===== src/rtl/framebuffer_fetch_arbiter_if.sv =====
`default_nettype none
// ============================================================================
// Module   : framebuffer_fetch_arbiter_if
// Purpose  : Line-fetch, pixel-writer and framebuffer memory bus bundle.
// Revision : 1.0
// ============================================================================
interface framebuffer_fetch_arbiter_if #(
  parameter int ADDR_WIDTH = 17,
  parameter int DATA_WIDTH = 3
);
  logic                  aLineRequest;
  logic [8:0]            aLineY;
  logic                  anOutLineBusy;
  logic                  anOutLineDone;
  logic                  anOutLineWriteEnable;
  logic [8:0]            anOutLineWriteX;
  logic [DATA_WIDTH-1:0] anOutLineWriteData;
  logic                  aWriteValid;
  logic [8:0]            aWriteX;
  logic [8:0]            aWriteY;
  logic [DATA_WIDTH-1:0] aWriteData;
  logic                  anOutWriteReady;
  logic [ADDR_WIDTH-1:0] anOutMemAddress;
  logic                  anOutMemWriteEnable;
  logic [DATA_WIDTH-1:0] anOutMemWriteData;
  logic [DATA_WIDTH-1:0] aMemReadData;
  logic                  anOutError;

  // Environment side: display prefetcher, pixel writer and framebuffer RAM.
  modport master (
    output aLineRequest, aLineY, aWriteValid, aWriteX, aWriteY, aWriteData, aMemReadData,
    input  anOutLineBusy, anOutLineDone, anOutLineWriteEnable, anOutLineWriteX,
           anOutLineWriteData, anOutWriteReady, anOutMemAddress, anOutMemWriteEnable,
           anOutMemWriteData, anOutError
  );

  modport slave (
    input  aLineRequest, aLineY, aWriteValid, aWriteX, aWriteY, aWriteData, aMemReadData,
    output anOutLineBusy, anOutLineDone, anOutLineWriteEnable, anOutLineWriteX,
           anOutLineWriteData, anOutWriteReady, anOutMemAddress, anOutMemWriteEnable,
           anOutMemWriteData, anOutError
  );
endinterface
`default_nettype wire


===== src/rtl/framebuffer_fetch_arbiter.sv =====
`default_nettype none
// ============================================================================
// Module   : framebuffer_fetch_arbiter
// Purpose  : Shares the single-port framebuffer between display row fetches
//            (priority) and single-pixel writes.
// Revision : 1.0
// ============================================================================
module framebuffer_fetch_arbiter #(
  parameter int MEM_WIDTH  = 320,
  parameter int MEM_HEIGHT = 240,
  parameter int ADDR_WIDTH = 17,
  parameter int DATA_WIDTH = 3
) (
  input  logic                        aClock,
  input  logic                        aReset,
  framebuffer_fetch_arbiter_if.slave  bus
);

  typedef enum logic [1:0] {
    S_IDLE  = 2'd0,
    S_FETCH = 2'd1,
    S_DRAIN = 2'd2
  } state_t;

  localparam logic [ADDR_WIDTH-1:0] c_row_stride = ADDR_WIDTH'(MEM_WIDTH);
  localparam logic [8:0]            c_last_x     = 9'(MEM_WIDTH - 1);
  localparam logic [9:0]            c_width      = 10'(MEM_WIDTH);
  localparam logic [9:0]            c_height     = 10'(MEM_HEIGHT);

  state_t                r_state;
  logic [8:0]            r_x;
  logic                  r_busy;
  logic                  r_line_done;
  logic                  r_line_we;
  logic [8:0]            r_line_x;
  logic [ADDR_WIDTH-1:0] r_mem_addr;
  logic                  r_mem_we;
  logic [DATA_WIDTH-1:0] r_mem_wd;
  logic                  r_error;

  logic                  w_line_y_ok;
  logic                  w_ready;
  logic                  w_accept;
  logic                  w_pix_ok;
  logic [ADDR_WIDTH-1:0] w_line_base;
  logic [ADDR_WIDTH-1:0] w_pix_addr;

  assign w_line_y_ok = {1'b0, bus.aLineY} < c_height;
  // Ready drops combinationally on a line request so the fetch always wins.
  assign w_ready     = (r_state == S_IDLE) && !bus.aLineRequest && !aReset;
  assign w_accept    = bus.aWriteValid && w_ready;
  assign w_pix_ok    = ({1'b0, bus.aWriteX} < c_width) && ({1'b0, bus.aWriteY} < c_height);
  assign w_line_base = ADDR_WIDTH'(bus.aLineY) * c_row_stride;
  assign w_pix_addr  = ADDR_WIDTH'(bus.aWriteY) * c_row_stride + ADDR_WIDTH'(bus.aWriteX);

  always_ff @(posedge aClock or posedge aReset) begin
    if (aReset) begin
      r_state     <= S_IDLE;
      r_x         <= '0;
      r_busy      <= 1'b0;
      r_line_done <= 1'b0;
      r_line_we   <= 1'b0;
      r_line_x    <= '0;
      r_mem_addr  <= '0;
      r_mem_we    <= 1'b0;
      r_mem_wd    <= '0;
      r_error     <= 1'b0;
    end else begin
      r_line_done <= 1'b0;
      r_mem_we    <= 1'b0;
      r_mem_addr  <= '0;
      r_mem_wd    <= '0;
      case (r_state)
        S_IDLE: begin
          r_line_we <= 1'b0;
          r_line_x  <= '0;
          if (bus.aLineRequest) begin
            if (w_line_y_ok) begin
              r_state    <= S_FETCH;
              r_x        <= '0;
              r_busy     <= 1'b1;
              r_mem_addr <= w_line_base;
            end else begin
              r_error <= 1'b1;
            end
          end else if (w_accept && w_pix_ok) begin
            // Out-of-range pixels complete the handshake but never reach memory.
            r_mem_we   <= 1'b1;
            r_mem_addr <= w_pix_addr;
            r_mem_wd   <= bus.aWriteData;
          end
        end
        S_FETCH: begin
          if (bus.aLineRequest) r_error <= 1'b1;
          r_line_we <= 1'b1;
          r_line_x  <= r_x;
          if (r_x == c_last_x) begin
            r_state     <= S_DRAIN;
            r_line_done <= 1'b1;
          end else begin
            r_x        <= r_x + 9'd1;
            r_mem_addr <= r_mem_addr + ADDR_WIDTH'(1);
          end
        end
        S_DRAIN: begin
          if (bus.aLineRequest) r_error <= 1'b1;
          r_state   <= S_IDLE;
          r_busy    <= 1'b0;
          r_x       <= '0;
          r_line_we <= 1'b0;
          r_line_x  <= '0;
        end
        default: r_state <= S_IDLE;
      endcase
    end
  end

  assign bus.anOutLineBusy        = r_busy;
  assign bus.anOutLineDone        = r_line_done;
  assign bus.anOutLineWriteEnable = r_line_we;
  assign bus.anOutLineWriteX      = r_line_x;
  // Read data lands one cycle after its address, aligned with the delayed strobe.
  assign bus.anOutLineWriteData   = r_line_we ? bus.aMemReadData : '0;
  assign bus.anOutWriteReady      = w_ready;
  assign bus.anOutMemAddress      = r_mem_addr;
  assign bus.anOutMemWriteEnable  = r_mem_we;
  assign bus.anOutMemWriteData    = r_mem_wd;
  assign bus.anOutError           = r_error;

endmodule
`default_nettype wire


===== src/flat_wrapper.sv =====
// flat-port wrapper written by rule: the top's interface ports become plain ports
module framebuffer_fetch_arbiter_flat 
#(
  parameter int MEM_WIDTH  = 320,
  parameter int MEM_HEIGHT = 240,
  parameter int ADDR_WIDTH = 17,
  parameter int DATA_WIDTH = 3
)
  (aClock, aReset, bus_aLineRequest, bus_aLineY, bus_aWriteValid, bus_aWriteX, bus_aWriteY, bus_aWriteData, bus_aMemReadData, bus_anOutLineBusy, bus_anOutLineDone, bus_anOutLineWriteEnable, bus_anOutLineWriteX, bus_anOutLineWriteData, bus_anOutWriteReady, bus_anOutMemAddress, bus_anOutMemWriteEnable, bus_anOutMemWriteData, bus_anOutError);
  framebuffer_fetch_arbiter_if #(.ADDR_WIDTH(ADDR_WIDTH), .DATA_WIDTH(DATA_WIDTH)) bus_i ();
  input  logic aClock;
  input  logic aReset;
  input wire logic [$bits(bus_i.aLineRequest)-1:0] bus_aLineRequest;
  input wire logic [$bits(bus_i.aLineY)-1:0] bus_aLineY;
  input wire logic [$bits(bus_i.aWriteValid)-1:0] bus_aWriteValid;
  input wire logic [$bits(bus_i.aWriteX)-1:0] bus_aWriteX;
  input wire logic [$bits(bus_i.aWriteY)-1:0] bus_aWriteY;
  input wire logic [$bits(bus_i.aWriteData)-1:0] bus_aWriteData;
  input wire logic [$bits(bus_i.aMemReadData)-1:0] bus_aMemReadData;
  output wire logic [$bits(bus_i.anOutLineBusy)-1:0] bus_anOutLineBusy;
  output wire logic [$bits(bus_i.anOutLineDone)-1:0] bus_anOutLineDone;
  output wire logic [$bits(bus_i.anOutLineWriteEnable)-1:0] bus_anOutLineWriteEnable;
  output wire logic [$bits(bus_i.anOutLineWriteX)-1:0] bus_anOutLineWriteX;
  output wire logic [$bits(bus_i.anOutLineWriteData)-1:0] bus_anOutLineWriteData;
  output wire logic [$bits(bus_i.anOutWriteReady)-1:0] bus_anOutWriteReady;
  output wire logic [$bits(bus_i.anOutMemAddress)-1:0] bus_anOutMemAddress;
  output wire logic [$bits(bus_i.anOutMemWriteEnable)-1:0] bus_anOutMemWriteEnable;
  output wire logic [$bits(bus_i.anOutMemWriteData)-1:0] bus_anOutMemWriteData;
  output wire logic [$bits(bus_i.anOutError)-1:0] bus_anOutError;
  assign bus_i.aLineRequest = bus_aLineRequest;
  assign bus_i.aLineY = bus_aLineY;
  assign bus_i.aWriteValid = bus_aWriteValid;
  assign bus_i.aWriteX = bus_aWriteX;
  assign bus_i.aWriteY = bus_aWriteY;
  assign bus_i.aWriteData = bus_aWriteData;
  assign bus_i.aMemReadData = bus_aMemReadData;
  assign bus_anOutLineBusy = bus_i.anOutLineBusy;
  assign bus_anOutLineDone = bus_i.anOutLineDone;
  assign bus_anOutLineWriteEnable = bus_i.anOutLineWriteEnable;
  assign bus_anOutLineWriteX = bus_i.anOutLineWriteX;
  assign bus_anOutLineWriteData = bus_i.anOutLineWriteData;
  assign bus_anOutWriteReady = bus_i.anOutWriteReady;
  assign bus_anOutMemAddress = bus_i.anOutMemAddress;
  assign bus_anOutMemWriteEnable = bus_i.anOutMemWriteEnable;
  assign bus_anOutMemWriteData = bus_i.anOutMemWriteData;
  assign bus_anOutError = bus_i.anOutError;
  framebuffer_fetch_arbiter #(.MEM_WIDTH(MEM_WIDTH), .MEM_HEIGHT(MEM_HEIGHT), .ADDR_WIDTH(ADDR_WIDTH), .DATA_WIDTH(DATA_WIDTH)) u_core (.aClock(aClock), .aReset(aReset), .bus(bus_i));
endmodule

===== config.mk =====
export PLATFORM = sky130hd
export DESIGN_NAME = framebuffer_fetch_arbiter_flat
export DESIGN_NICKNAME = d
export VERILOG_FILES = /design/src/rtl/framebuffer_fetch_arbiter_if.sv /design/src/rtl/framebuffer_fetch_arbiter.sv /design/src/flat_wrapper.sv
export SDC_FILE = /design/constraint.sdc
export NUM_CORES = 1
export LEC_CHECK = 0
export ABC_CLOCK_PERIOD_IN_PS = 1900
export CAP_MARGIN = 20
export CORE_MARGIN = 3
export CORE_UTILIZATION = 45
export DETAILED_ROUTE_END_ITERATION = 10
export PLACE_DENSITY = 0.76
export SLEW_MARGIN = 5
export SYNTH_ARGS = -nofsm -noshare
export SYNTH_HDL_FRONTEND = slang
export SYNTH_SLANG_ARGS = --single-unit

===== constraint.sdc =====
create_clock -name aClock -period 1.9 [get_ports aClock]
set_clock_uncertainty 0.1 [all_clocks]
set_input_delay 0.285 -clock aClock [delete_from_list [all_inputs] [get_ports aClock]]
set_output_delay 0.285 -clock aClock [all_outputs]
set_load 0.1 [all_outputs]

==> results of run 1 <==
==> metal layers <==
metal  share of wire  GRT usage
met1            0.38      0.303
met2            0.51      0.494
met3           0.051     0.0484
met4           0.053      0.124
met5               0          0
==> placed cells by master (no fill, tap or decap), types with 13 or more instances in the layout <==
| master | n |
|---|---|
| buf_4 | 96 |
| buf_12 | 36 |
| dfrtp_1 | 34 |
| nor2_1 | 28 |
| nand2_1 | 21 |
| xnor2_1 | 18 |
| clkdlybuf4s50_1 | 18 |
| ha_4 | 17 |
| xor2_1 | 16 |
| ha_1 | 16 |
| o21ai_1 | 14 |
| buf_6 | 13 |
==> worst paths after layout <==
check                                               from                             end  slack (ns)  cells past startpoint
max                                       bus_aWriteY[3]  u_core.bus.anOutMemAddress[14]       -0.47                     11
min                                        bus_aLineY[1]   u_core.bus.anOutMemAddress[7]        0.30                      3
max reg2reg                u_core.bus.anOutMemAddress[1]  u_core.bus.anOutMemAddress[16]       -0.14                      7
min reg2reg                        u_core.bus.anOutError           u_core.bus.anOutError        0.46                      1
max in group asynchronous                         aReset   u_core.bus.anOutMemAddress[5]        1.03                      4
min in group asynchronous                         aReset        u_core.bus.anOutLineBusy        0.42                      4
==> sequential cells by signal (all words and copies together), names as in the netlist <==
signal	count
u_core.bus.anOutError	1
u_core.bus.anOutLineDone	1
u_core.bus.anOutMemWriteData	3
u_core.bus.anOutLineWriteX	9
u_core.r_state	2
u_core.bus.anOutMemWriteEnable	1
u_core.r_x	9
u_core.bus.anOutMemAddress	17
u_core.bus.anOutLineWriteEnable	1
u_core.bus.anOutLineBusy	1
==> stage by stage <==
stage / power [uW] / setup WS, ns / TNS [ns] / utilization / area (um2)
2_1_floorplan: 2940 / -0.601 / -11.82 / - / 3290
3_3_place_gp: 4180 / -1.10 / -10.03 / 0.781 / 5130
3_5_place_dp: 4260 / -1.16 / -11.56 / 0.781 / 5130
4_1_cts: 4990 / -0.403 / -1.51 / 0.848 / 5570
5_1_grt: 5460 / -0.578 / -4.00 / 0.876 / 5750
6_report: 5260 / -0.470 / -2.17 / 0.876 / 5750
==> report_power, final <==
group	internal (uW)	leakage, uW	total [uW]	switching (uW)
combinational	1420	0.00196	3390	1980
clock	268	0.0000452	626	358
sequential	1110	0.000589	1250	138
==> worst register-to-register path, delay by kind of cell, from the launching register on <==
| kind | cells | cell delay (ns) |
|---|---|---|
| DFF | 1 | 0.42 |
| AOI/OAI and AO/OA | 1 | 0.30 |
| xor gates and xnor gates | 1 | 0.17 |
| and+or+nand+nor | 4 | 0.78 |
| adders and majority gates | 1 | 0.17 |
==> cell type report <==
type	count	area, um2
Timing Repair Buffer	178	1900
Clock inverter	3	25.0
Sequential cell	45	1140
Clock buffer	5	68.8
Fill cell	285	817
Inverter	17	68.8
Tap cell	93	116
Multi-Input combinational cell	269	2430
==> repair_timing <==
| item | CTS | global route |
|---|---|---|
| endpoints found under the setup margin | 24 | 31 |
| pin swaps | 39 | 32 |
| buffers inserted | 15 | 7 |
| resized for setup | 91 | 40 |
| endpoints found under the hold margin | 0 | 0 |
==> cell families (layout without fill, tap and decap cells) <==
kind of cell	count (synthesis)	after routing	share of synthesized area
xor gates and xnor gates	37	37	0.102
and+or+nand+nor	117	117	0.185
muxes	2	2	0.00671
adders and majority gates	40	40	0.165
DFF	45	45	0.355
buffers and inverters	23	203	0.0280
AOI/OAI and AO/OA	73	73	0.157
==> results.json, run 1 <==
{
  "outcome": "finished with violations",
  "violations": "negative setup slack",
  "cp.buffers_inverters": 2,
  "cp_slowest_cell": "fa_2",
  "initial_core_util": 0.482,
  "postSynthNetCount": 414,
  "ant_nets": 0,
  "worst_slack_ns": -0.470,
  "antenna_found_initial": 0,
  "synth_area_per_cell_um2": 9.40,
  "setup_viol": 14,
  "fmax_mhz": 422,
  "required_ns": 1.99,
  "netlist_top_cells_count": "dfrtp_1 (45), ha_1 (37), nor2_1 (32)",
  "dp.cells": 584,
  "ir_worst_vdd_v": 0.000552,
  "nets": 593,
  "wl_per_cell_um": 19.3,
  "via_per_inst": 5.80,
  "period_needed_ns": 2.37,
  "grt_pass1_wl_um": 17900,
  "synth-edff-count": 0,
  "tritoncts": "done",
  "fin_cells": 610,
  "synth.cell_area_um2": 3170,
  "grt_pass1_vias": 3771,
  "clock_path_buffers": 2,
  "holdWs_ns": 0.304,
  "die_w_um": 89.9,
  "synth-seq-cells": 45,
  "worst-setup-path-type": "in2reg",
  "io_pins": 75,
  "drt-initial-drc-count": 196,
  "ys_top_cells_by_area": "dfrtp_1 (36%), ha_1 (15%), xnor2_1 (5.5%)",
  "yosysWarnings": 0,
  "maxCapViolations": 0,
  "cts.sinks": 45,
  "synth_ff_type": "dfrtp_1",
  "vias": 3536,
  "path_cells": "buf_8 > ha_4 > ha_4 > inv_2 > fa_2 > xnor2_2 > nand3b_1 > nor3_4 > nand3_1 > xnor2_1 > a221o_1",
  "area_growth_pct": 81.5,
  "root_buffer": "clkbuf_8",
  "max_stage_delay_ns": 0.40,
  "place_congestion": 0.817,
  "drc": 0,
  "drt_wl_total_um": 11800,
  "clk_latency_ns": 0.30,
  "rsz0062_at_grt": "true",
  "portBuffers": 74,
  "worstSetupStartpointType": "primary input",
  "drive_gt1_frac": 0.470,
  "synthCells": 337,
  "dieArea_um2": 8080,
  "maxSlewViolCount": 0,
  "crit_path_max_fanout": 3,
  "n_antenna_cell": 0,
  "path_common_cell": "ha_4",
  "clk_pin_slew_ns": 0.09,
  "cts_buffers": 5,
  "leakagePower_uw": 0.00259,
  "die_h_um": 89.9,
  "ctsHtreeMaxLevel": 2,
  "crit_family": "adder cells",
  "synth.most_common_cell": "dfrtp_1",
  "rows": 29,
  "cp.arrival_ns": 2.46,
  "ys_types": 50,
  "core_um2": 6570,
  "cellPowerDensity_nw_per_um2": 916,
  "synth-async-reset-ratio": 1.00,
  "slew-limit-headroom": 0.700,
  "worst_pin_slew_ns": 0.447,
  "yosysTopAreaCell": "dfrtp_1",
  "dp_hpwl_um": 7330,
  "timing.final.crit_share": 1.25,
  "dr.pass1.iters": 7,
  "finalHoldViolations": 0,
  "grt_max_degree": 46,
  "crit_path_end_kind": "flip-flop",
  "overflow": 0,
  "postCtsHoldBufs": 0,
  "ys_seq_area_frac": 0.355,
  "hold_path_class": "in2reg",
  "track_usage": 0.269,
  "yosysTopAreaCellShare": 0.355
}
(Power assumes the default switching activity.)
==> inputs of run 2 (changes only) <==
--- a/config.mk
+++ b/config.mk
@@ -10,6 +10,7 @@
 export CORE_MARGIN = 3
 export CORE_UTILIZATION = 45
 export DETAILED_ROUTE_END_ITERATION = 10
+export HOLD_SLACK_MARGIN = 0.12
 export PLACE_DENSITY = 0.76
 export SLEW_MARGIN = 5
 export SYNTH_ARGS = -nofsm -noshare
==> results of run 2 <==
Same layout as run 1: the final DEF is identical, and so are final timing and power.
==> inputs of run 3 (changes only) <==
--- a/config.mk
+++ b/config.mk
@@ -9,6 +9,7 @@
 export CAP_MARGIN = 20
 export CORE_MARGIN = 3
 export CORE_UTILIZATION = 45
+export CTS_CLUSTER_DIAMETER = 60
 export DETAILED_ROUTE_END_ITERATION = 10
 export HOLD_SLACK_MARGIN = 0.12
 export PLACE_DENSITY = 0.76
==> results of run 3 <==
Same layout as run 1: the final DEF is identical, and so are final timing and power.
